## config.mk

```make
export PLATFORM = sky130hd
export DESIGN_NAME = mips_mem_loader
export DESIGN_NICKNAME = d
export VERILOG_FILES = /design/src/rtl/mips_mem_loader.sv
export SDC_FILE = /design/constraint.sdc
export NUM_CORES = 1
export LEC_CHECK = 0
export ABC_CLOCK_PERIOD_IN_PS = 2100
export CAP_MARGIN = 10
export CORE_UTILIZATION = 45
export CTS_CLUSTER_DIAMETER = 60
export CTS_CLUSTER_SIZE = 28
export DETAILED_ROUTE_END_ITERATION = 6
export DONT_BUFFER_PORTS = 1
export GPL_TIMING_DRIVEN = 0
export PLACE_DENSITY = 0.69
export SLEW_MARGIN = 20
export SYNTH_ARGS = -nofsm -noshare
export SYNTH_HDL_FRONTEND = slang
export SYNTH_SLANG_ARGS = --single-unit
```

## constraint.sdc

```tcl
create_clock -name clk -period 2.1 [get_ports clk]
set_clock_uncertainty 0.1 [all_clocks]
set_input_delay 0.105 -clock clk [delete_from_list [all_inputs] [get_ports clk]]
set_output_delay 0.105 -clock clk [all_outputs]
set_load 0.005 [all_outputs]
```

## src/rtl/mips_mem_loader.sv

```systemverilog
// Byte-stream boot loader: frames of CMD/CNT/ADR/words drive im/dm/regfile write ports.
// Optional trailing frame checksum byte when MIPS_LOADER_CHECKSUM_EN is defined.
module mips_mem_loader #(
  parameter int ADDR_W     = 16,
  parameter int REG_ADDR_W = 5
) (
  input  logic              clk,
  input  logic              rst_n,
  input  logic              i_in_valid,
  output logic              o_in_ready,
  input  logic [7:0]        i_in_byte,
  output logic              o_wr_en,
  output logic [1:0]        o_wr_target,
  output logic [ADDR_W-1:0] o_wr_addr,
  output logic [31:0]       o_wr_data,
  output logic              o_cpu_hold,
  output logic              o_load_err
);

`ifdef MIPS_LOADER_CHECKSUM_EN
  typedef enum logic [3:0] {
    S_CMD, S_CNT_H, S_CNT_L, S_ADR_H, S_ADR_L, S_DATA, S_CKSUM, S_RUN, S_ERROR
  } state_t;
  localparam state_t S_FRAME_END = S_CKSUM;
`else
  typedef enum logic [3:0] {
    S_CMD, S_CNT_H, S_CNT_L, S_ADR_H, S_ADR_L, S_DATA, S_RUN, S_ERROR
  } state_t;
  localparam state_t S_FRAME_END = S_CMD;
`endif

  state_t              r_state, w_next;
  logic [1:0]          r_target;
  logic [15:0]         r_cnt;
  logic [7:0]          r_adr_h;
  logic [ADDR_W-1:0]   r_addr;
  logic [1:0]          r_bcnt;
  logic [23:0]         r_asm;
  logic                r_wr_en;
  logic [1:0]          r_wr_target;
  logic [ADDR_W-1:0]   r_wr_addr;
  logic [31:0]         r_wr_data;
`ifdef MIPS_LOADER_CHECKSUM_EN
  logic [7:0]          r_cksum;
`endif
  logic                w_load_state;
  logic                w_fire;
  logic                w_reg_oob;
  logic                w_word_done;

  always_comb begin
    w_load_state = 1'b0;
    case (r_state)
      S_CMD, S_CNT_H, S_CNT_L, S_ADR_H, S_ADR_L, S_DATA: w_load_state = 1'b1;
`ifdef MIPS_LOADER_CHECKSUM_EN
      S_CKSUM: w_load_state = 1'b1;
`endif
      default: w_load_state = 1'b0;
    endcase
  end

  // Gate with rst_n so in_ready is low throughout reset yet high right after release.
  assign o_in_ready  = rst_n & w_load_state;
  assign w_fire      = i_in_valid & o_in_ready;
  assign w_reg_oob   = (r_target == 2'd3) && ((r_addr >> REG_ADDR_W) != '0);
  assign w_word_done = w_fire && (r_state == S_DATA) && (r_bcnt == 2'd3);

  always_ff @(posedge clk or negedge rst_n) begin
    if (!rst_n) r_state <= S_CMD;
    else        r_state <= w_next;
  end

  always_comb begin
    w_next = r_state;
    case (r_state)
      S_CMD: if (w_fire) begin
        if (i_in_byte == 8'h01 || i_in_byte == 8'h02 || i_in_byte == 8'h03) w_next = S_CNT_H;
        else if (i_in_byte == 8'hFF)                                         w_next = S_RUN;
        else                                                                 w_next = S_ERROR;
      end
      S_CNT_H: if (w_fire) w_next = S_CNT_L;
      S_CNT_L: if (w_fire) w_next = S_ADR_H;
      S_ADR_H: if (w_fire) w_next = S_ADR_L;
      S_ADR_L: if (w_fire) w_next = (r_cnt == 16'd0) ? S_FRAME_END : S_DATA;
      S_DATA: if (w_word_done) begin
        if (w_reg_oob)              w_next = S_ERROR;
        else if (r_cnt == 16'd1)    w_next = S_FRAME_END;
      end
`ifdef MIPS_LOADER_CHECKSUM_EN
      S_CKSUM: if (w_fire) w_next = (i_in_byte == r_cksum) ? S_CMD : S_ERROR;
`endif
      default: w_next = r_state;
    endcase
  end

  always_ff @(posedge clk or negedge rst_n) begin
    if (!rst_n) begin
      r_target    <= '0;
      r_cnt       <= '0;
      r_adr_h     <= '0;
      r_addr      <= '0;
      r_bcnt      <= '0;
      r_asm       <= '0;
      r_wr_en     <= 1'b0;
      r_wr_target <= '0;
      r_wr_addr   <= '0;
      r_wr_data   <= '0;
`ifdef MIPS_LOADER_CHECKSUM_EN
      r_cksum     <= '0;
`endif
    end else begin
      r_wr_en <= 1'b0;
      if (w_fire) begin
`ifdef MIPS_LOADER_CHECKSUM_EN
        r_cksum <= (r_state == S_CMD) ? i_in_byte : (r_cksum ^ i_in_byte);
`endif
        case (r_state)
          S_CMD:   r_target     <= i_in_byte[1:0];
          S_CNT_H: r_cnt[15:8]  <= i_in_byte;
          S_CNT_L: r_cnt[7:0]   <= i_in_byte;
          S_ADR_H: r_adr_h      <= i_in_byte;
          S_ADR_L: begin
            r_addr <= ADDR_W'({r_adr_h, i_in_byte});
            r_bcnt <= 2'd0;
          end
          S_DATA: begin
            r_bcnt <= r_bcnt + 2'd1;
            r_asm  <= {r_asm[15:0], i_in_byte};
            // Out-of-range register index: drop this word, FSM moves to ERROR.
            if (r_bcnt == 2'd3 && !w_reg_oob) begin
              r_wr_en     <= 1'b1;
              r_wr_target <= r_target;
              r_wr_addr   <= r_addr;
              r_wr_data   <= {r_asm, i_in_byte};
              r_addr      <= r_addr + ADDR_W'(1);
              r_cnt       <= r_cnt - 16'd1;
            end
          end
          default: ;
        endcase
      end
    end
  end

  assign o_wr_en     = r_wr_en;
  assign o_wr_target = r_wr_target;
  assign o_wr_addr   = r_wr_addr;
  assign o_wr_data   = r_wr_data;
  assign o_cpu_hold  = (r_state != S_RUN);
  assign o_load_err  = (r_state == S_ERROR);

endmodule
```

; Word level (Yosys, flattened, before mapping)
; Index checks and enable logic that the tools add are counted.
[op_classes]
add_sub_neg = 3
n_eq_ne = 22
muxes = 22
bitwise_logic = 2
n_reduce_logical = 24
[op_table]
columns = operator, n
row1 = $mux W16, 2
row2 = $mux W4, 8
row3 = $pmux W16 S2, 1
row4 = $pmux W8 S2, 2
row5 = $pmux W4 S6, 1
row6 = $add A16 B1 Y16 const B, 1
row7 = $eq A16 B1 Y1 const B, 1
row8 = $eq A8 B2 Y1 const B, 2
row9 = $logic_not A16 Y1, 1
row10 = $reduce_bool A16 Y1, 1
row11 = $sub A16 B1 Y16 const B, 1
row12 = $eq A4 B3 Y1 const B, 3
row13 = $ne A2 B2 Y1 const B, 6
row14 = $reduce_and A3 Y1, 4
row15 = $eq A4 B2 Y1 const B, 2
row16 = $eq A8 B1 Y1 const B, 1
row17 = $eq A8 B8 Y1 const B, 1
row18 = $reduce_and A2 Y1, 4
row19 = $reduce_and A8 Y1, 1
row20 = $mux W3, 2
row21 = $reduce_bool A2 Y1, 3
row22 = $reduce_bool A6 Y1, 1
row23 = $reduce_or A6 Y1, 1
row24 = $mux W1, 5
row25 = other kinds (12), 18
[word_totals]
register_bits = 123
input_bits = 11
output_inout_bits = 54
word_cells = 85

; Depth between registers and ports, before layout
[logic_depth]
depth_word = 9
depth_mapped = 9
depth_no_buf = 7

; Worst setup path before layout
; Ideal clock, no wire load.
[synth_path]
kind = register -> register
startpoint = reg r_cnt[10]
endpoint = reg r_state[0]
setup_ps = 125
arrival_ps = 1848
required_time_ps = 1875
setup_slack_ps = 27
stages_incl_launch_ff = 7
cell_sequence = dfrtp_1 or3_4 nor4_4 nand4_1 a311oi_2 nand2_1 mux2_4
[synth_via]
elab_chain_len = 4
word_cells_on_any_way = 7
cone_classes = 2 x eq/ne / 3 x mux / 2 x reduce/logical
[synth_lines]
columns = item, line_no
row1 = start: declaration, 34  ; logic [15:0] r_cnt;
row2 = start signal: assignment, 119  ; S_CNT_H: r_cnt[15:8] <= i_in_byte;
row3 = start signal: assignment, 136  ; r_cnt <= r_cnt - 16'd1;
row4 = $logic_not A16 Y1, 84  ; S_ADR_L: if (w_fire) w_next = (r_cnt == 16'd0) ? S_FRAME_END : S_DATA;
row5 = $mux W3, 84
row6 = $mux W4, 84
row7 = $pmux W4 S6, 75  ; case (r_state)
row8 = end signal: assignment, 70  ; else r_state <= w_next;
row9 = end: declaration, 32  ; state_t r_state, w_next;
; Parallel ways exist; a longest one is shown, timed or not. The select of a mux whose other input is x is not followed.
; A chain may end at the register's enable or synchronous reset.

; Final worst setup path
[layout_path]
startpoint = reg r_cnt[15]
endpoint = reg r_state[0]
; Same word-level chain as after synthesis.

==> impl_metrics.yaml <==
floorplanning:
  die-area_um2: 12820
  ioPinCount: 65
  fp-row-count: 40
  fp.dieW_um: 113.2
  fp.dieH_um: 113.2
  core-area_um2: 12010
  start_util_pct: 46.34
power:
  p_per_area_nw_per_um2: 1268
  peakVddDrop_mv: 0.6704
  leakage_nw: 3.270
  p_int_mw: 5.904
  power_frac_clock_pct: 31.7
  pwr-share-seq_pct: 41.4
  power_frac_comb_pct: 26.8
  p_sw_share_pct: 35.37
  total_power_mw: 9.136
  p_sw_mw: 3.232
logic_synthesis:
  postSynthAreaPerCell_um2: 10.54
  ys_ff_latch: 122
  ys_seq_area_share_pct: 54.84
  synthArstFlopShare_pct: 100.0
  synth-edff-count: 0
  syn-num-nets: 543
  synthesis.area_um2: 5567
  synth_flop_cell: "dfrtp_1"
  yosysUniqueCellTypes: 58
  yosys_warnings: 0
  syn_inst: 528
route:
  routed-via-count: 4634
  drtIter0Drc: 523
  routed_wl_um: 15720
  routedWlPerCell_um: 21.10
  ant_nets: 0
  drc_errors: 0
  dr.pass1.iters: 6
  viasPerCell: 6.220
sta:
  worstMarginPinSlew_ps: 607.6
  setup_ws_ps: -140.0
  max_freq_ghz: 0.4464
  finalSetupViolations: 31
  period_minus_slack_ps: 2240
  whs_ps: -718.1
  drv_slew: 0
  hold_viol_final: 124
  slew_headroom_pct: 59.49
  finalCritPeriodShare_pct: 106.7
  rsz0062_at_grt: "yes"
worst_setup_path:
  crit_chain: "or3_4, nor4_4, nand4_1, a311oi_2, nand2_1, mux2_4"
  path_delay_family: "simple AND/OR/NAND/NOR gates"
  worstPathRequired_ps: 2290
  crit_fanout: 2
  critPathArrivalTime_ps: 2430
  cpMaxStageDelayCell: "or3_4"
  cp-startpoint: "r_cnt[15]$_DFFE_PN0P_"
  r2r_start: "r_cnt[15]$_DFFE_PN0P_"
  critPathLaunchType: "register"
  path_buf_inv: 0
  critical_path_class: "reg2reg"
  endpoint_kind: "register"
  max_stage_delay_ps: 410
global_routing:
  overflow: 0
  grt_pass1_vias: 4318
  grt_max_degree: 127
  grt_use_total_pct: 23.63
  grt_pass1_wl_um: 23050
  antenna_found_initial: 0
clocking:
  numCtsBuffers: 17
  clock_latency_ps: 420
  clock_sinks: 122
  clkTransAtPathRegs_ps: 60
  cts_root_buf: "clkbuf_16"
  cts_hold_buf: 10
  cts_tree: "built"
  h-tree-depth: 4
  cts_buffer_depth: 2
place:
  dp_hpwl_um: 9295
  gp_congestion: 0.9263
  dp_slack_ps: -531.8
  post-place-cells: 675
  place_area_um2: 5751
  port_buffers: 0
layout:
  nNetsFinal: 600
  seq_area_um2: 3060
  multi_input_area_um2: 2720
  drive_above_1_share_pct: 29.77
  fin_cells: 745
  area_growth_pct: 29.47
  layout_commonest_cell: "dfrtp_1"
  final_cell_mix: "116 x dfrtp_1, 112 x nand2_1, 49 x mux2_4, 29 x nor2_1, 25 x a21oi_1"
  final_cell_area_um2: 7207
  diodes: 0
  nFillCells: 941
outcome:
  violations: "hold timing, setup timing"
  status: "finished with violations"
flow_run:
  maxCapViolCount: 0
hold_path:
  hold_class: "in2async"
## final timing paths
| check | to | slack [ps] | cells after the start |
|---|---|---|---|
| setup / recovery | r_state[0]$_DFFE_PN0P_ | -140 | 6 |
| hold / removal | r_addr[15]$_DFFE_PN0P_ | -720 | 0 |
| setup reg to reg | r_state[0]$_DFFE_PN0P_ | -140 | 6 |
| hold reg to reg | r_asm[19]$_DFFE_PN0P_ | 390 | 2 |
| max in group asynchronous | r_cnt[5]$_DFFE_PN0P_ | 2470 | 0 |
| min in group clk | r_cnt[15]$_DFFE_PN0P_ | -40 | 3 |
## layer usage
layer | wire, µm | global-route usage, % | share of wire, % | up-vias
li1 | - | - | - | 2024
met1 | 6489 | 31.61 | 41 | 2327
met2 | 7696 | 35.99 | 49 | 254
met3 | 1256 | 6.267 | 8.0 | 29
met4 | 274 | 10.79 | 1.7 | 0
met5 | 0 | 0 | 0 | -
## per-stage QoR
step / TNS [ps] / util [%] / hold slack [ps]
after global routing: -3105 / 60.00 / -729.3
after floorplan: 0 / - / -290.6
after CTS: -74.91 / 55.58 / -726.6
after detailed placement: -27150 / 47.88 / -286.8
after global placement: -25390 / 47.88 / -286.7
final: -505.0 / 60.00 / -718.1
## final cells by class
type,count,share of cell area [%]
flip-flops and latches,122,42.47
multi-input cells,378,37.74
repair buffers,41,6.337
clock buffers,18,5.955
well taps,147,2.552
plain buffers,21,2.517
clock inverters,14,2.222
inverters,4,0.2083
## power by group through the flow
| stage | sequential (mW) | clock [mW] | combinational (mW) |
|---|---|---|---|
| global placement | 3.69 | 0 | 1.87 |
| finish | 3.79 | 2.90 | 2.45 |
| floorplan | 3.50 | 0 | 1.51 |
| CTS | 3.71 | 2.95 | 2.13 |
| detailed placement | 3.72 | 0 | 1.92 |
| global route | 3.87 | 3.04 | 2.68 |
## Yosys cell counts, types with 8 or more instances
cell type / count / area [µm²]
mux2_1: 48 / 540.5
clkbuf_1: 13 / 48.80
mux2_2: 12 / 135.1
or3_1: 8 / 50.05
nand3_1: 13 / 65.06
dfrtp_1: 122 / 3053
o21ai_0: 22 / 110.1
a31oi_1: 9 / 56.30
nor2_1: 32 / 120.1
a21oi_1: 26 / 130.1
o21ai_1: 9 / 45.04
nand2_1: 113 / 424.2
## logic make-up after synthesis
| group | share of synthesized area, % |
|---|---|
| adder cells (fa/ha/maj) | 0.8991 |
| flip-flops | 54.84 |
| AND/OR/NAND/NOR | 16.68 |
| buffers and inverters | 2.360 |
| multiplexers | 12.41 |
| AO/OA/AOI/OAI | 12.81 |
## flip-flops by register name, indices dropped and copies added, names as in the netlist
| register | count |
|---|---|
| r_state | 3 |
| r_target | 2 |
| r_asm | 24 |
| o_wr_target | 2 |
| r_bcnt | 2 |
| r_addr | 16 |
| r_cnt | 16 |
| o_wr_addr | 16 |
| o_wr_data | 32 |
| o_wr_en | 1 |
| r_adr_h | 8 |
## repair_timing
action                     4_1_cts  5_1_grt
resized for setup               40       83
setup buffers                   11       14
cloned                           1        5
setup endpoints to repair      104      101
pin swaps                        9       12
hold endpoints to repair       173      124
Power figures use the tool's default switching activity.
